$ cat src/rtl/dl_rr_arb16.sv
// dl_rr_arb16: 16-requester round-robin arbiter with burst lock and a
// one-entry registered output stage.
//   clk, rst_n      clock, asynchronous active-low reset
//   in_valid/in_data/in_last/in_ready  16 valid/ready request streams
//   out_valid/out_data/out_src/out_last/out_ready  registered output beat
//   locked          high while a multi-beat burst holds the grant
module dl_rr_arb16 #(
  parameter int unsigned NUM_BITS = 32
) (
  input  logic                    clk,
  input  logic                    rst_n,
  input  logic [15:0]             in_valid,
  input  logic [16*NUM_BITS-1:0]  in_data,
  input  logic [15:0]             in_last,
  output logic [15:0]             in_ready,
  output logic                    out_valid,
  output logic [NUM_BITS-1:0]     out_data,
  output logic [3:0]              out_src,
  output logic                    out_last,
  input  logic                    out_ready,
  output logic                    locked
);

  localparam int unsigned NUM_REQ = 16;
  localparam int unsigned IDX_W   = 4;

  localparam logic [0:0] ST_ARB  = 1'b0;
  localparam logic [0:0] ST_LOCK = 1'b1;

  logic [0:0]          state, state_d;
  logic [IDX_W-1:0]    ptr, ptr_d;
  logic [IDX_W-1:0]    lock_src, lock_src_d;
  logic [IDX_W-1:0]    cand, scan_idx, sel;
  logic                cand_found;
  logic                load, accept;
  logic [NUM_BITS-1:0] sel_data;
  logic                sel_last;

  // First valid requester in circular order starting at ptr.
  always_comb begin
    cand       = '0;
    cand_found = 1'b0;
    scan_idx   = '0;
    for (int i = 0; i < NUM_REQ; i++) begin
      scan_idx = ptr + IDX_W'(i);
      if (!cand_found && in_valid[scan_idx]) begin
        cand_found = 1'b1;
        cand       = scan_idx;
      end
    end
  end

  // Next-state, grant and pointer update.
  always_comb begin
    state_d    = state;
    ptr_d      = ptr;
    lock_src_d = lock_src;
    sel        = cand;
    accept     = 1'b0;
    in_ready   = '0;
    load       = !out_valid || out_ready;
    case (state)
      ST_ARB: begin
        sel    = cand;
        accept = load && cand_found;
        if (accept) begin
          if (in_last[cand]) begin
            ptr_d = cand + IDX_W'(1);
          end else begin
            state_d    = ST_LOCK;
            lock_src_d = cand;
          end
        end
      end
      default: begin
        // Only the burst owner may be granted; idle cycles keep the lock.
        sel    = lock_src;
        accept = load && in_valid[lock_src];
        if (accept && in_last[lock_src]) begin
          state_d = ST_ARB;
          ptr_d   = lock_src + IDX_W'(1);
        end
      end
    endcase
    if (accept) begin
      in_ready[sel] = 1'b1;
    end
  end

  // 16:1 data/last selection of the granted requester.
  always_comb begin
    sel_data = '0;
    sel_last = in_last[sel];
    for (int i = 0; i < NUM_REQ; i++) begin
      if (sel == IDX_W'(i)) begin
        sel_data = in_data[i*NUM_BITS +: NUM_BITS];
      end
    end
  end

  // Arbiter state.
  always_ff @(posedge clk or negedge rst_n) begin
    if (!rst_n) begin
      state    <= ST_ARB;
      ptr      <= '0;
      lock_src <= '0;
      locked   <= 1'b0;
    end else begin
      state    <= state_d;
      ptr      <= ptr_d;
      lock_src <= lock_src_d;
      locked   <= (state_d == ST_LOCK);
    end
  end

  // Output register: load on accept, drain when the slot frees with no accept.
  always_ff @(posedge clk or negedge rst_n) begin
    if (!rst_n) begin
      out_valid <= 1'b0;
      out_data  <= '0;
      out_src   <= '0;
      out_last  <= 1'b0;
    end else if (accept) begin
      out_valid <= 1'b1;
      out_data  <= sel_data;
      out_src   <= sel;
      out_last  <= sel_last;
    end else if (load) begin
      out_valid <= 1'b0;
    end
  end

endmodule

$ cat config.mk
export PLATFORM = sky130hd
export DESIGN_NAME = dl_rr_arb16
export DESIGN_NICKNAME = d
export VERILOG_FILES = /design/src/rtl/dl_rr_arb16.sv
export SDC_FILE = /design/constraint.sdc
export NUM_CORES = 1
export LEC_CHECK = 0
export ABC_AREA = 0
export CORE_AREA = 2 2 235 237
export CTS_BUF_LIST = sky130_fd_sc_hd__clkbuf_4 sky130_fd_sc_hd__clkbuf_8
export CTS_CLUSTER_SIZE = 24
export DETAILED_ROUTE_END_ITERATION = 10
export DIE_AREA = 0 0 237 239
export PLACE_DENSITY = 0.5
export REMOVE_ABC_BUFFERS = 1
export SLEW_MARGIN = 10
export SYNTH_ARGS = -nofsm -noshare
export SYNTH_HDL_FRONTEND = slang
export SYNTH_SLANG_ARGS = --single-unit
$ cat constraint.sdc
create_clock -name clk -period 7.7 [get_ports clk]
set_input_delay 1.155 -clock clk [delete_from_list [all_inputs] [get_ports clk]]
set_output_delay 1.155 -clock clk [all_outputs]
set_load 0.02 [all_outputs]
After elaboration in Yosys (flattened, before gate mapping)
Cells that the tools add are included.
{"block": "totals", "ff_bits": 47, "wordCells": 207}
{"block": "classes", "addsub": 17, "n_lt_le_gt_ge": 20, "n_eq_ne": 16, "mux": 103, "n_bitwise": 2, "n_reduce_logical": 42}
{"op": "$mux W32", "n": 16}
{"op": "$lt A4 B5 Y1 const B", "n": 19}
{"op": "$mux W4", "n": 21}
{"op": "$bmux W1 S4", "n": 20}
{"op": "$mux W1", "n": 44}
{"op": "$add A4 B4 Y4 const B", "n": 8}
{"op": "$eq A4 B4 Y1 const B", "n": 8}
{"op": "$logic_and A1 B1 Y1", "n": 19}
{"op": "$add A4 B3 Y4 const B", "n": 4}
{"op": "$eq A4 B3 Y1 const B", "n": 4}
{"op": "$logic_not A1 Y1", "n": 16}
{"op": "$mux W16", "n": 1}
{"op": "$add A4 B1 Y4 const B", "n": 3}
{"op": "$add A4 B2 Y4 const B", "n": 2}
{"op": "$eq A4 B2 Y1 const B", "n": 2}
{"op": "$reduce_and A3 Y1", "n": 2}
{"op": "$reduce_bool A2 Y1", "n": 3}
{"op": "$demux W1 S4", "n": 1}
{"op": "$eq A4 B1 Y1 const B", "n": 1}
{"op": "$ge A4 B1 Y1 const B", "n": 1}
{"op": "$logic_not A4 Y1", "n": 1}
{"op": "$ne A2 B1 Y1 const B", "n": 1}
{"op": "$not A1 Y1", "n": 2}
{"op": "$logic_or A1 B1 Y1", "n": 1}

Longest topological paths before layout
Gate-level depths: netlist of run 1.
{"block": "logic_depth", "ltp_word": 66, "depth_mapped": 27, "mapped_depth_nobuf": 20}

Worst setup path after synthesis of run 1
No wires, ideal clock.
{"block": "synth_timing", "path_kind": "register to output", "from": "register ptr[1]", "to": "output port in_ready[10]", "t_arrival_ps": 5576, "t_required_ps": 6545, "path_slack_ps": 969, "stages_incl_launch_ff": 23, "path_cell_list": "dfrtp_1 -> buf_2 -> buf_1 -> inv_1 -> ha_1 -> buf_4 -> buf_2 -> mux2_2 -> mux2_2 -> mux4_2 -> nor4_1 -> nand4_1 -> o32ai_1 -> nor4_1 -> nor2_1 -> a21boi_0 -> inv_1 -> ha_1 -> clkbuf_1 -> inv_1 -> buf_1 -> or2_2 -> nor2_1"}
{"block": "synth_between", "elab_chain_cells": 54}
{"element": "from (decl)", "line_no": "31", "source": "logic [IDX_W-1:0] ptr, ptr_d;"}
{"element": "from (signal assigned)", "line_no": "110", "source": "ptr <= ptr_d;"}
{"element": "parallel branches: the longest is 47 deep, another holds $add A4 B1 Y4"}
{"element": "$mux W4 (*)", "line_no": "46", "source": "if (!cand_found && in_valid[scan_idx]) begin"}
{"element": "$mux W4 (*)", "line_no": "62", "source": "case (state)"}
{"element": "via sel[1]", "line_no": "33", "source": "logic [IDX_W-1:0] cand, scan_idx, sel;"}
{"element": "$lt A4 B5 Y1 (implied by the code) or $ge A4 B1 Y1 (tied branches)", "line_no": "86", "source": "in_ready[sel] = 1'b1;"}
{"element": "$logic_and A1 B1 Y1 (implied by the code)", "line_no": "86"}
{"element": "$mux W1 (implied by the code)", "line_no": "86"}
{"element": "$demux W1 S4 (*)", "line_no": "86"}
{"element": "$mux W16 (*)", "line_no": "85", "source": "if (accept) begin"}
{"element": "to (decl)", "line_no": "15", "source": "output logic [15:0] in_ready,"}
Mark *: on every way through the listed nets, which the timed path passes. The select of a mux whose other input is x is not followed.

Final worst setup path of run 1
{"block": "layout_timing", "from": "input port in_valid[13]", "to": "output port in_ready[15]"}
{"block": "layout_between", "elab_chain_cells": 54}
{"element": "from (decl)", "line_no": "12", "source": "input logic [15:0] in_valid,"}
{"element": "$bmux W1 S4", "line_no": "46"}
{"element": "$mux W1 (implied by the code)", "line_no": "46"}
{"element": "$mux W1", "line_no": "46"}
{"element": "$logic_not A1 Y1", "line_no": "46"}
{"element": "$logic_and A1 B1 Y1", "line_no": "46"}
{"element": "$mux W1", "line_no": "46"}
{"element": "$logic_not A1 Y1", "line_no": "46"}
{"element": "$logic_and A1 B1 Y1", "line_no": "46"}
{"element": "(+39 left out)"}
{"element": "$mux W4 (*)", "line_no": "46"}
{"element": "$mux W4 (*)", "line_no": "62"}
{"element": "via sel[1]", "line_no": "33"}
{"element": "$lt A4 B5 Y1 (implied by the code) or $ge A4 B1 Y1 (tied branches)", "line_no": "86"}
{"element": "$logic_and A1 B1 Y1 (implied by the code)", "line_no": "86"}
{"element": "$mux W1 (implied by the code)", "line_no": "86"}
{"element": "$demux W1 S4 (*)", "line_no": "86"}
{"element": "$mux W16 (*)", "line_no": "85"}
Mark *: on every way through the listed nets, which the timed path passes. The rest lies on a longest branch. The select of a mux whose other input is x is not followed.

==> results of run 1 <==
[per-layer routing]
metal  up-vias  part of all wire [%]  GRT usage (%)
met5         -                 0.054              0
met4         8                   2.1           7.10
met2       706                    50           46.6
met3        74                   6.7           4.46
li1       6069                     -              -
met1      6787                    41           34.3
[layout make-up]
| type | count | share of cell area [%] |
|---|---|---|
| diodes | 12 | 0.177 |
| clock buffers | 6 | 0.485 |
| clock inverters | 2 | 0.0809 |
| inverters | 83 | 1.83 |
| multi-input cells | 987 | 46.9 |
| flip-flops and latches | 47 | 6.91 |
| well taps | 704 | 5.18 |
| repair buffers | 660 | 38.5 |
[worst max-delay path by stage]
| stage | from | endpoint |
|---|---|---|
| 5_1_grt | ptr[1] | in_ready[15] |
| 3_3_place_gp | in_valid[12] | in_ready[15] |
| 4_1_cts | ptr[1] | in_ready[15] |
| 3_5_place_dp | in_valid[12] | in_ready[15] |
| 6_report | in_valid[13] | in_ready[15] |
| 2_1_floorplan | ptr[0] | out_data[30] |
[logic make-up (layout without fill, tap and decap cells)]
family,count (synthesis),in the layout
adder cells (fa/ha/maj),11,11
other,0,12
multiplexers,104,104
AND/OR/NAND/NOR,306,306
XOR/XNOR,12,12
buffers and inverters,205,751
AO/OA/AOI/OAI,554,554
flip-flops,47,47
[worst max-delay path, stage by stage]
cell             delay (ns)
clkdlybuf4s50_1        0.61
mux4_2                 0.62
mux2i_1                0.16
buf_4                  0.15
mux2i_2                0.11
nor3_4                 0.33
nand3_1                0.24
o32ai_1                0.35
nor4_1                 0.15
nor2_1                 0.24
a21boi_0               0.13
buf_4                  0.18
inv_1                  0.14
ha_4                   0.16
inv_1                  0.07
or2_2                  0.37
a211oi_4               0.23
clkdlybuf4s50_1        0.75
[sequential cells by signal (all words and copies together), names as in the netlist]
signal / cells
out_valid: 1
lock_src: 4
out_data: 32
out_last: 1
out_src: 4
state: 1
ptr: 4
[cell usage in the layout (no fill, tap or decap), types with 33 or more instances in the layout]
cell,netlist,routed
nor2_1,66,64
dfrtp_1,47,47
nand2_1,86,86
mux4_2,42,42
o21ai_0,86,86
nand2b_1,69,69
a211oi_1,33,33
o22ai_1,33,33
a22oi_1,98,98
buf_4,2,52
o221ai_1,67,67
o31ai_1,35,35
clkdlybuf4s50_1,0,600
inv_1,78,77
a32oi_1,33,33
[through the flow]
stage | TNS, ns | hold WS [ns] | worst slack (ns)
floorplan | -68.26 | 0.525 | -1.92
global placement | 0 | 0.463 | 0.521
detailed placement | 0 | 0.472 | 0.454
CTS | 0 | 0.502 | 0.390
global route | 0 | 0.533 | 0.0984
finish | 0 | 0.494 | 0.397
==> key figures, run 1 <==
Synth
  • Syn_area_per_cell: 7.99 um2
  • Area share of fa/ha/maj cells after synthesis: 1.39%
  • Synth cell types: 89
  • Synth Area in Compound Gates: 43.7%
  • Post-synthesis mux area share: 16.7%
  • Synth area leaders: dfrtp_1 (12%), mux4_2 (9.6%), a22oi_1 (7.4%)
  • EDFF count, synth: 0
  • Synth warn: 0
  • Largest area contributor in the netlist: dfrtp_1
  • Synth Area in XOR/XNOR: 1.40%
  • Post-Synth Simple-Gate Area: 16.2%
  • Post-Synthesis Cells: 1239
  • Share of the synthesized area in the top cell type: 11.9%
  • Seq/Total Area, Yosys: 11.9%
  • FFs w/ async S/R, synth: 100%
  • Post-synthesis cell area: 9900 um2
  • Largest family of logic cells by synthesized area: compound AO/OA/AOI/OAI gates
  • Main synth FF type: dfrtp_1
  • Top-count cell post-synth: a22oi_1
  • Yosys reg bits: 47
  • Top cells by count, synth: a22oi_1 (98), nand2_1 (86), o21ai_0 (86)

STA
  • Fin crit period: 7.30 ns
  • Worst Skew: 0.0275 ns
  • Highest Clock Rate: 0.137 GHz
  • Setup-failing EPs final: 0
  • Final hold violations: 0
  • Slew Viols, Final: 0
  • RSZ-0062 raised after global routing: false
  • Period utilization: 94.9%
  • Slew @ Worst Pin: 1.09 ns
  • Rel. slew slack: 27.3%

Floorplan
  • Top-level I/O count: 602
  • Std cell rows: 86
  • Die span in x: 237 um
  • Die H: 239 um
  • Die area: 56600 um2
  • Starting Density: 18.2%
  • Core Region: 54300 um2

Setup path
  • Maximum fanout along the worst path: 9
  • Critical R2R Launch: ptr[1]
  • R2r setup slk: 0.94 ns
  • Required @ worst endpoint: 6.55 ns
  • Crit path launch type: input port
  • Worst Setup End Kind: primary output
  • Reg-to-Reg End: out_data[21]
  • WP data arrival: 6.15 ns
  • Reg2Reg Depth: 21
  • Kind of critical path: input port to primary output

CTS
  • Deepest clock path buffer count: 2
  • Post-CTS Setup Bufs: 0
  • Post-CTS Resized: 0
  • Post-CTS Hold Buffers: 0
  • TritonCTS clock tree: built
  • Clock sinks: 47
  • Inserted Clock Buffers: 5
  • H-tree depth: 2
  • Clock latency at the later pin of the worst-skew pair: 0.39 ns
  • CTS Root Cell: clkbuf_8
  • Reg clk slew, reported paths: 0.10 ns

Worst hold path
  • Hold Crit Class: register to register
  • WHS Path Cells: 2
  • HP Start: out_src[0]
  • Hold EP: out_src[0]

Global route
  • Vias in the first global route: 13381
  • Initial antenna violation count: 23
  • First-pass GRT wire length: 107 mm
  • GR Util All Layers: 26.9%
  • Largest net degree at the start of global routing: 68
  • Gr ovfl total: 0

Final layout
  • Area Growth Syn to Fin: 71.8%
  • Core Util, Final: 31.3%
  • Final #Nets: 2342
  • Final std cells w/o fill: 2501
  • Layout cells sized above 1: 10.9%
  • Finished Cell Area: 17000 um2
  • Total of fill cells in the finished design: 5752
  • Register area: 1180 um2
  • Multi-input logic area: 7970 um2

Status
  • Status: finished, final reports clean

Run
  • MaxCap Viol Count: 0

Route
  • Drc violations: 0
  • Via Count: 13644
  • Mean number of vias per cell: 5.46
  • Routed Antenna Nets: 0
  • Final wirelength: 79.4 mm
  • Detailed Routing Iterations Pass 1: 6
  • Wire per inst: 31.8 um
  • DRT iter0 DRCs: 1387

Placed design
  • Cell Count Post-Placement: 2481
  • Final Wtd Congestion: 0.924
  • PortBufs: 601
  • Detail Placement HPWL: 62.8 mm
  • Placement Cell Area: 16900 um2
Power of run 1 is left out: the tool's default activity adds up to more than one toggle a clock period on the data nets, which glitch-free logic cannot reach.
==> run 2, diff against run 1 <==
- GPL_TIMING_DRIVEN: not set -> 0
- SLEW_MARGIN: 10 -> 20
==> run 2 against run 1 <==
First-iteration DRC count fell by 22%. Clock skew rose by 0.0097 ns. Die area did not move. Wire length fell by 3.4%. Critical path depth did not move. Final cell count fell by 0.12%.
==> key figures, run 2 (synthesized netlist as in run 1, its figures left out) <==
Floorplan
  • Std cell rows: 86 (unchanged)
  • Core Region: 54300 um2 (unchanged)
  • Die H: 239 um (unchanged)
  • Die span in x: 237 um (unchanged)
  • Die area: 56600 um2 (unchanged)
  • Starting Density: 18.2% (unchanged)
  • Top-level I/O count: 602 (unchanged)

CTS
  • Clock sinks: 47 (unchanged)
  • Clock latency at the later pin of the worst-skew pair: 0.39 ns (about the same)
  • TritonCTS clock tree: built
  • Inserted Clock Buffers: 5 (unchanged)
  • Reg clk slew, reported paths: 0.15 ns (+0.05 ns)
  • Deepest clock path buffer count: 2 (unchanged)
  • Post-CTS Hold Buffers: 0 (unchanged)
  • CTS Root Cell: clkbuf_8
  • H-tree depth: 2 (unchanged)

Final layout
  • Layout cells sized above 1: 11.1% (+0.16 points)
  • Final #Nets: 2335 (-0.30%)
  • Area Growth Syn to Fin: 76.6%
  • Total of fill cells in the finished design: 5771 (+0.33%)
  • Largest Register: out_data
  • Number of flip-flops under the largest register name: 32 (unchanged)
  • Finished Cell Area: 17500 um2 (+2.8%)
  • Most frequent cells in the layout: clkdlybuf4s50_1 (600), a22oi_1 (98), nand2_1 (86), o21ai_0 (86), inv_1 (77)
  • Core Util, Final: 32.2% (+0.87 points)
  • Register area: 1180 um2 (+0.32%)
  • Commonest non-fill, non-tap cell in the layout: clkdlybuf4s50_1
  • Multi-input logic area: 8060 um2 (+1.1%)

Setup path
  • Required @ worst endpoint: 6.55 ns (about the same)
  • Worst Setup End Kind: primary output
  • Worst path cell trace: buf_12, inv_1, ha_4, mux4_2, mux2i_4, mux2i_2, nor3_4, nand3_1, o32ai_1, nor4_2, nor2_1, a21boi_2, inv_1, ha_4, inv_1, or2_2, a211oi_4, clkdlybuf4s50_1
  • Top Family by Delay on Critical Path: buffers and inverters
  • Crit path launch type: register
  • Slowest CP cell: clkdlybuf4s50_1
  • Kind of critical path: register to primary output
  • WP buf/inv: 5 (-1)
  • WP data arrival: 6.28 ns (+0.13 ns)
  • Worst stage delay on the critical path: 0.68 ns (-0.07 ns)
  • Cell mode on critical path: inv_1
  • Maximum fanout along the worst path: 28 (+19)

Route
  • M1 WL: 31.8 mm (-3.2%)
  • Wire length on met3: 5.28 mm (-1.3%)
  • Routed Antenna Nets: 0 (unchanged)
  • Wire per inst: 30.7 um (-3.3%)
  • Met2 Wirelength: 38.0 mm (-3.9%)
  • DRT iter0 DRCs: 1088 (-22%)
  • Via Count: 13572 (-0.53%)
  • Max layer used: met5
  • Detailed Routing Iterations Pass 1: 5 (-1)
  • Drc violations: 0 (unchanged)
  • Mean number of vias per cell: 5.43 (-0.41%)
  • Final wirelength: 76.7 mm (-3.4%)

STA
  • Rel. slew slack: 20.6% (-6.7 points)
  • Setup-failing EPs final: 0 (unchanged)
  • Period utilization: 96.6% (+1.8 points)
  • Slew @ Worst Pin: 1.19 ns (+0.0999 ns)
  • Setup TNS: 0 ns (unchanged)
  • Fin crit period: 7.44 ns (+0.136 ns)
  • Final hold violations: 0 (unchanged)
  • Final hold slack: 0.492 ns (-0.00187 ns)
  • RSZ-0062 raised after global routing: false
  • Slew Viols, Final: 0 (unchanged)
  • Worst Skew: 0.0372 ns (+0.00972 ns)
  • Highest Clock Rate: 0.134 GHz (-1.8%)

Global route
  • Initial antenna violation count: 22 (-4.3%)
  • Vias in the first global route: 13386 (+0.037%)
  • GR Util All Layers: 25.9% (-0.90 points)
  • Largest net degree at the start of global routing: 61 (-10%)
  • Gr ovfl total: 0 (unchanged)
  • First-pass GRT wire length: 104 mm (-2.5%)

Placed design
  • PortBufs: 601 (unchanged)
  • Final Wtd Congestion: 0.912 (-1.2%)
  • Detail Placement HPWL: 60.6 mm (-3.4%)
  • Placement Cell Area: 17200 um2 (+1.7%)

Worst hold path
  • Hold Crit Class: register to register

Run
  • MaxCap Viol Count: 0 (unchanged)

Status
  • Status: finished, final reports clean
[run 2: cell count changes in the layout (fill, tap and decap cells not counted), moves of 2 or more]
cell / before / now
buf_12: 7 / 9
buf_16: 0 / 14
buf_4: 52 / 11
buf_6: 0 / 9
buf_8: 0 / 10
dfrtp_1: 47 / 44
dfrtp_2: 0 / 3
diode_2: 12 / 16
inv_2: 6 / 4
nand3_2: 2 / 0
nand3_4: 0 / 2
nor4_1: 6 / 4
nor4_2: 0 / 2
[run 2: layout make-up]
type / instances / share of cell area [%]
well taps: 704 / 5.04
clock inverters: 1 / 0.0501
multi-input cells: 987 / 46.1
inverters: 83 / 1.83
flip-flops and latches: 47 / 6.75
clock buffers: 7 / 0.515
repair buffers: 653 / 39.5
diodes: 16 / 0.229
[run 2: per-stage QoR]
step | instances | worst slack (ns)
finish | 2498 | 0.260
global route | 2497 | 0.000703
CTS | 2479 | 0.0744
detailed placement | 2462 | -0.937
global placement | 2422 | -9.94
floorplan | 1117 | -1.92
[run 2: path summary, 6_finish.rpt]
check                            from            to  slack [ns]  cells after the start
max                            ptr[1]  in_ready[15]        0.26                     18
min                        out_src[0]    out_src[0]        0.49                      2
max reg2reg                    ptr[1]   out_data[8]        0.44                     22
min reg2reg                out_src[0]    out_src[0]        0.49                      2
max in group asynchronous       rst_n        ptr[2]        6.42                      2
min in group asynchronous       rst_n   out_data[4]        0.68                      1
[run 2: routing by layer]
layer  vias up  global-route usage [%]
met1      6739                    32.4
met3        81                    5.43
met5         -                       0
met4         2                    6.79
li1       6069                       -
met2       681                    45.2
[run 2: tightest hold or removal path: cells and delay by family, from the launching register on]
family / cells / cell delay [ns]
DFF: 1 / 0.36
and+or+nand+nor: 1 / 0.05
AOI/OAI and AO/OA: 1 / 0.06
[run 2: repair_timing]
action / in CTS / in global routing
setup endpoints to repair: 48 / 27
setup buffers: 9 / 3
gates resized for setup: 7 / 5
pin swaps: 3 / 4
gates cloned: 0 / 0
Power of run 2 is left out for the same reason.
